===== src/rtl/byte_ram_rr_scheduler.sv =====
// Round-robin scheduler sharing one byte-enabled simple dual-port RAM among N requesters.
// Write and read ports arbitrate independently; read responses forward same-cycle writes.
module byte_ram_rr_scheduler #(
  parameter  int N  = 2,
  parameter  int AW = 6,
  parameter  int DW = 32,
  localparam int BL = DW / 8
) (
  input  logic            clk,
  input  logic            reset,
  input  logic [N-1:0]    wr_valid,
  output logic [N-1:0]    wr_ready,
  input  logic [N*AW-1:0] wr_addr,
  input  logic [N*BL-1:0] wr_be,
  input  logic [N*DW-1:0] wr_data,
  input  logic [N-1:0]    rd_valid,
  output logic [N-1:0]    rd_ready,
  input  logic [N*AW-1:0] rd_addr,
  output logic [N-1:0]    rsp_valid,
  output logic [DW-1:0]   rsp_data,
  output logic            ram_we,
  output logic [AW-1:0]   ram_waddr,
  output logic [BL-1:0]   ram_be,
  output logic [DW-1:0]   ram_wdata,
  output logic [AW-1:0]   ram_raddr,
  input  logic [DW-1:0]   ram_q
);

  localparam int PW = (N > 1) ? $clog2(N) : 1;

  // Returns {found, index} of the first requester at or after ptr, wrapping modulo N.
  function automatic logic [PW:0] rr_pick(input logic [N-1:0] req, input logic [PW-1:0] ptr);
    logic [PW:0] res;
    int          j;
    res = '0;
    for (int k = N - 1; k >= 0; k--) begin
      j = int'(ptr) + k;
      if (j >= N) j = j - N;
      if (req[j]) res = {1'b1, PW'(j)};
    end
    return res;
  endfunction

  logic [PW-1:0] wr_ptr_q, wr_ptr_d, rd_ptr_q, rd_ptr_d;
  logic [PW:0]   wr_pick, rd_pick;
  logic          wr_any, rd_any;
  logic [PW-1:0] wr_idx, rd_idx;
  logic          rsp_vld_q, rsp_vld_d;
  logic [PW-1:0] rsp_id_q, rsp_id_d;
  logic          hit_q, hit_d;
  logic [BL-1:0] be_q;
  logic [DW-1:0] wdata_q;

  always_comb begin
    wr_pick = rr_pick(wr_valid, wr_ptr_q);
    rd_pick = rr_pick(rd_valid, rd_ptr_q);
    wr_any  = wr_pick[PW] & ~reset;
    rd_any  = rd_pick[PW] & ~reset;
    wr_idx  = wr_pick[PW-1:0];
    rd_idx  = rd_pick[PW-1:0];
  end

  always_comb begin
    wr_ready  = '0;
    ram_we    = wr_any;
    ram_waddr = '0;
    ram_be    = '0;
    ram_wdata = '0;
    wr_ptr_d  = wr_ptr_q;
    if (wr_any) begin
      wr_ready[wr_idx] = 1'b1;
      ram_waddr = wr_addr[int'(wr_idx)*AW +: AW];
      ram_be    = wr_be[int'(wr_idx)*BL +: BL];
      ram_wdata = wr_data[int'(wr_idx)*DW +: DW];
      wr_ptr_d  = (wr_idx == PW'(N - 1)) ? '0 : wr_idx + 1'b1;
    end
  end

  always_comb begin
    rd_ready  = '0;
    ram_raddr = '0;
    rd_ptr_d  = rd_ptr_q;
    if (rd_any) begin
      rd_ready[rd_idx] = 1'b1;
      ram_raddr = rd_addr[int'(rd_idx)*AW +: AW];
      rd_ptr_d  = (rd_idx == PW'(N - 1)) ? '0 : rd_idx + 1'b1;
    end
    rsp_vld_d = rd_any;
    rsp_id_d  = rd_idx;
    // The RAM returns pre-write data on a same-address collision, so remember the write.
    hit_d     = wr_any & rd_any & (ram_waddr == ram_raddr);
  end

  always_ff @(posedge clk) begin
    if (reset) begin
      wr_ptr_q  <= '0;
      rd_ptr_q  <= '0;
      rsp_vld_q <= 1'b0;
      rsp_id_q  <= '0;
      hit_q     <= 1'b0;
      be_q      <= '0;
      wdata_q   <= '0;
    end else begin
      wr_ptr_q  <= wr_ptr_d;
      rd_ptr_q  <= rd_ptr_d;
      rsp_vld_q <= rsp_vld_d;
      rsp_id_q  <= rsp_id_d;
      hit_q     <= hit_d;
      be_q      <= ram_be;
      wdata_q   <= ram_wdata;
    end
  end

  always_comb begin
    rsp_valid = '0;
    if (rsp_vld_q) rsp_valid[rsp_id_q] = 1'b1;
    rsp_data = ram_q;
    for (int b = 0; b < BL; b++) begin
      if (hit_q && be_q[b]) rsp_data[b*8 +: 8] = wdata_q[b*8 +: 8];
    end
  end

endmodule


===== config.mk =====
export PLATFORM = sky130hd
export DESIGN_NAME = byte_ram_rr_scheduler
export DESIGN_NICKNAME = d
export VERILOG_FILES = /design/src/rtl/byte_ram_rr_scheduler.sv
export SDC_FILE = /design/constraint.sdc
export NUM_CORES = 1
export LEC_CHECK = 0
export CAP_MARGIN = 20
export CORE_MARGIN = 5
export CORE_UTILIZATION = 30
export CTS_CLUSTER_DIAMETER = 50
export DETAILED_ROUTE_END_ITERATION = 8
export PLACE_DENSITY = 0.81
export SLEW_MARGIN = 20
export SYNTH_ARGS = -nofsm -noshare
export SYNTH_HDL_FRONTEND = slang
export SYNTH_SLANG_ARGS = --single-unit

===== constraint.sdc =====
create_clock -name clk -period 2.05 [get_ports clk]
set_input_delay 0.41 -clock clk [delete_from_list [all_inputs] [get_ports clk]]
set_output_delay 0.41 -clock clk [all_outputs]
set_load 0.01 [all_outputs]

==> impl_metrics.env <==
export IMPL_synth_cell_types=30
export IMPL_r2r_slack_ns=0.13
export IMPL_synth_top_area_share_pct=36.0
export IMPL_rsz0062_at_grt="true"
export IMPL_fmax_ghz=0.493
export IMPL_crit_path_max_fanout=17
export IMPL_syn_area_um2=2280
export IMPL_antenna_found_initial=0
export IMPL_antennaDiodeCount=0
export IMPL_crit_required_ns=1.64
export IMPL_p_comb_share_pct=36.7
export IMPL_pin_count=221
export IMPL_grt_max_degree=24
export IMPL_yosysTopAreaCell="dfxtp_1"
export IMPL_outcome="completed"
export IMPL_dpl_hpwl_um=8260
export IMPL_dr_pass1_iters=4
export IMPL_skew_ns=0.00875
export IMPL_antenna_left=0
export IMPL_grt_first_pass_wirelength_um=16800
export IMPL_area_growth_pct=123
export IMPL_post_route_drc_count=0
export IMPL_synth_edf_count=0
export IMPL_avgSynthCellArea_um2=10.4
export IMPL_cts_buffer_depth=2
export IMPL_post_drt_wl_per_cell_um=18.7
export IMPL_grt_use_total_pct=22.0
export IMPL_fp_dieW_um=97.1
export IMPL_routed_wl_um=10900
export IMPL_maxCapViolCount=0
export IMPL_path_class="flip-flop to output port"
export IMPL_p_leak_uw=0.00236
export IMPL_post_route_period_util_pct=99.0
export IMPL_ys_flop_type="dfxtp_1"
export IMPL_grt_pass1_vias=3367
export IMPL_cp_num_buf_inv=3
export IMPL_relSlewSlack_pct=85.9
export IMPL_cts_root_buf="clkbuf_8"
export IMPL_cpLargestDelayFamily="buffers and inverters"
export IMPL_synth_most_common_cell="a22o_1"
export IMPL_seqPwrFrac_pct=35.6
export IMPL_synthTopCellsByCount="75 x a22o_1, 41 x dfxtp_1, 32 x mux2_2, 13 x nor2_1, 12 x buf_2"
export IMPL_clock_latency_ns=0.29
export IMPL_stdcell_count=584
export IMPL_drive_above_1_share_pct=32.6
export IMPL_hold_violations=0
export IMPL_grt_overflow=0
export IMPL_ys_top_cells_by_area="dfxtp_1 36%, a22o_1 29%, mux2_2 16%"
export IMPL_ir_drop_mv=0.308
export IMPL_cts_sinks=41
export IMPL_hp_class="flip-flop to flip-flop"
export IMPL_ys_seq_area_share_pct=36.0
export IMPL_fin_tns_setup_ns=0
export IMPL_vias=2982
export IMPL_p_sw_share_pct=25.8
export IMPL_core_um2=7330
export IMPL_crit_path_end_kind="output port"
export IMPL_drt_iter0_drc=55
export IMPL_cp_start_kind="flip-flop"
export IMPL_ys_warn_count=0
export IMPL_initial_core_util_pct=31.1
export IMPL_async_flop_share_pct=0
export IMPL_numCtsBuffers=5
export IMPL_htreeDepth=2
export IMPL_holdWs_ns=0.512
export IMPL_power_internal_uw=1810
export IMPL_ys_seq_elements=41
export IMPL_worstMarginPinSlew_ns=0.210
export IMPL_max_stage_delay_ns=0.34
export IMPL_place_congestion=0.856
export IMPL_setup_viol=0
export IMPL_slew_viol_final=0
export IMPL_worstPathCellList="nand2b_1 > and3_4 > buf_12 > buf_16 > a22o_1 > buf_2"
export IMPL_cp_slowest_cell="dfxtp_2"
export IMPL_p_per_area_nw_per_um2=482
export IMPL_cts_tree="built"
export IMPL_clkPwrFrac_pct=27.7
export IMPL_synthesis_nets=354
export IMPL_vias_per_cell=5.11
export IMPL_p_sw_uw=630
export IMPL_finalCriticalPeriod_ns=2.03
export IMPL_row_count=31
export IMPL_crit_arrival_ns=1.62
export IMPL_die_area_um2=9430
export IMPL_dp_cells=557
export IMPL_path_clk_slew_ns=0.07
export IMPL_synthCells=220
export IMPL_nNetsFinal=618
export IMPL_ctsHoldBuffers=0
export IMPL_port_buffers=220
export IMPL_die_y_um=97.1
-- stage by stage --
stage / cell area, µm² / setup slack, ns / total power [µW] / utilization, %
2_1_floorplan: 2280 / 0.240 / 1180 / -
3_3_place_gp: 4840 / -0.590 / 1760 / 66.1
3_5_place_dp: 4840 / -0.645 / 1780 / 66.1
4_1_cts: 5090 / 0.00512 / 2470 / 69.5
5_1_grt: 5080 / -0.0497 / 2550 / 69.2
6_report: 5080 / 0.0196 / 2440 / 69.2
-- state kept, by name (all words and copies together), names as in the netlist --
name       flops
wdata_q       32
hit_q          1
rsp_vld_q      1
be_q           4
wr_ptr_q       1
rd_ptr_q       1
rsp_id_q       1
-- layout by cell type (no fill, tap or decap), types with 3 or more instances in the layout --
cell             instances
and3_1                   3
dfxtp_2                  3
nor2_1                  11
xnor2_1                  3
xor2_1                   3
nand2_1                  3
a22oi_2                  3
buf_12                   7
and2_4                   3
a32oi_1                  3
dfxtp_1                 38
dlygate4sd2_1           33
buf_4                   39
buf_6                    5
dlymetal6s2s_1           8
clkbuf_8                 6
mux2_2                  32
a22o_1                  75
buf_2                   30
clkdlybuf4s15_2          5
clkdlybuf4s50_1        131
clkbuf_2                11
-- layout make-up --
cell class / count / area, µm²
well taps: 99 / 124
clock buffers: 7 / 86.3
inverters: 1 / 3.75
fillers: 558 / 2250
flip-flops and latches: 41 / 825
multi-input cells: 160 / 1420
clock inverters: 1 / 30.0
repair buffers: 275 / 2590
-- per-layer routing --
metal,share of wire (%),GRT usage [%]
met3,7.1,5.24
met1,37,22.8
met4,2.7,8.10
met5,0,0
met2,53,42.5
-- path summary, 6_finish.rpt --
check        depth (start not counted)                    end                   from
max                                  6              ram_be[0]  wr_ptr_q$_SDFFE_PP0P_
min                                  2  wr_ptr_q$_SDFFE_PP0P_  wr_ptr_q$_SDFFE_PP0P_
max reg2reg                         10       hit_q$_SDFF_PP0_  wr_ptr_q$_SDFFE_PP0P_
min reg2reg                          2  wr_ptr_q$_SDFFE_PP0P_  wr_ptr_q$_SDFFE_PP0P_
-- worst register-to-register path: cells and delay by family (launching register included) --
family          cells  cell delay [ns]
flops               1             0.37
buf+inv             4             0.51
compound gates      2             0.27
xor+xnor            1             0.16
simple gates        3             0.53
-- power by group through the flow --
| stage | clock network [µW] | logic, µW | registers [µW] |
|---|---|---|---|
| CTS | 694 | 905 | 870 |
| detailed placement | 0 | 893 | 886 |
| global placement | 0 | 874 | 884 |
| global route | 718 | 952 | 876 |
| finish | 677 | 898 | 871 |
| floorplan | 0 | 299 | 879 |
-- timing repair --
item,in CTS,in global routing
cloned,4,0
hold endpoints to repair,0,0
endpoints found under the setup margin,86,52
pin swaps,9,2
buffers inserted,15,0
gates resized for setup,207,27
-- cell families after synthesis --
kind of cell,after synthesis,synth area share [%]
muxes,32,15.8
DFF,41,36.0
xor gates and xnor gates,6,2.31
and+or+nand+nor,34,8.52
buffers and inverters,19,3.79
AOI/OAI and AO/OA,88,33.5
Power figures use the tool's default switching activity.
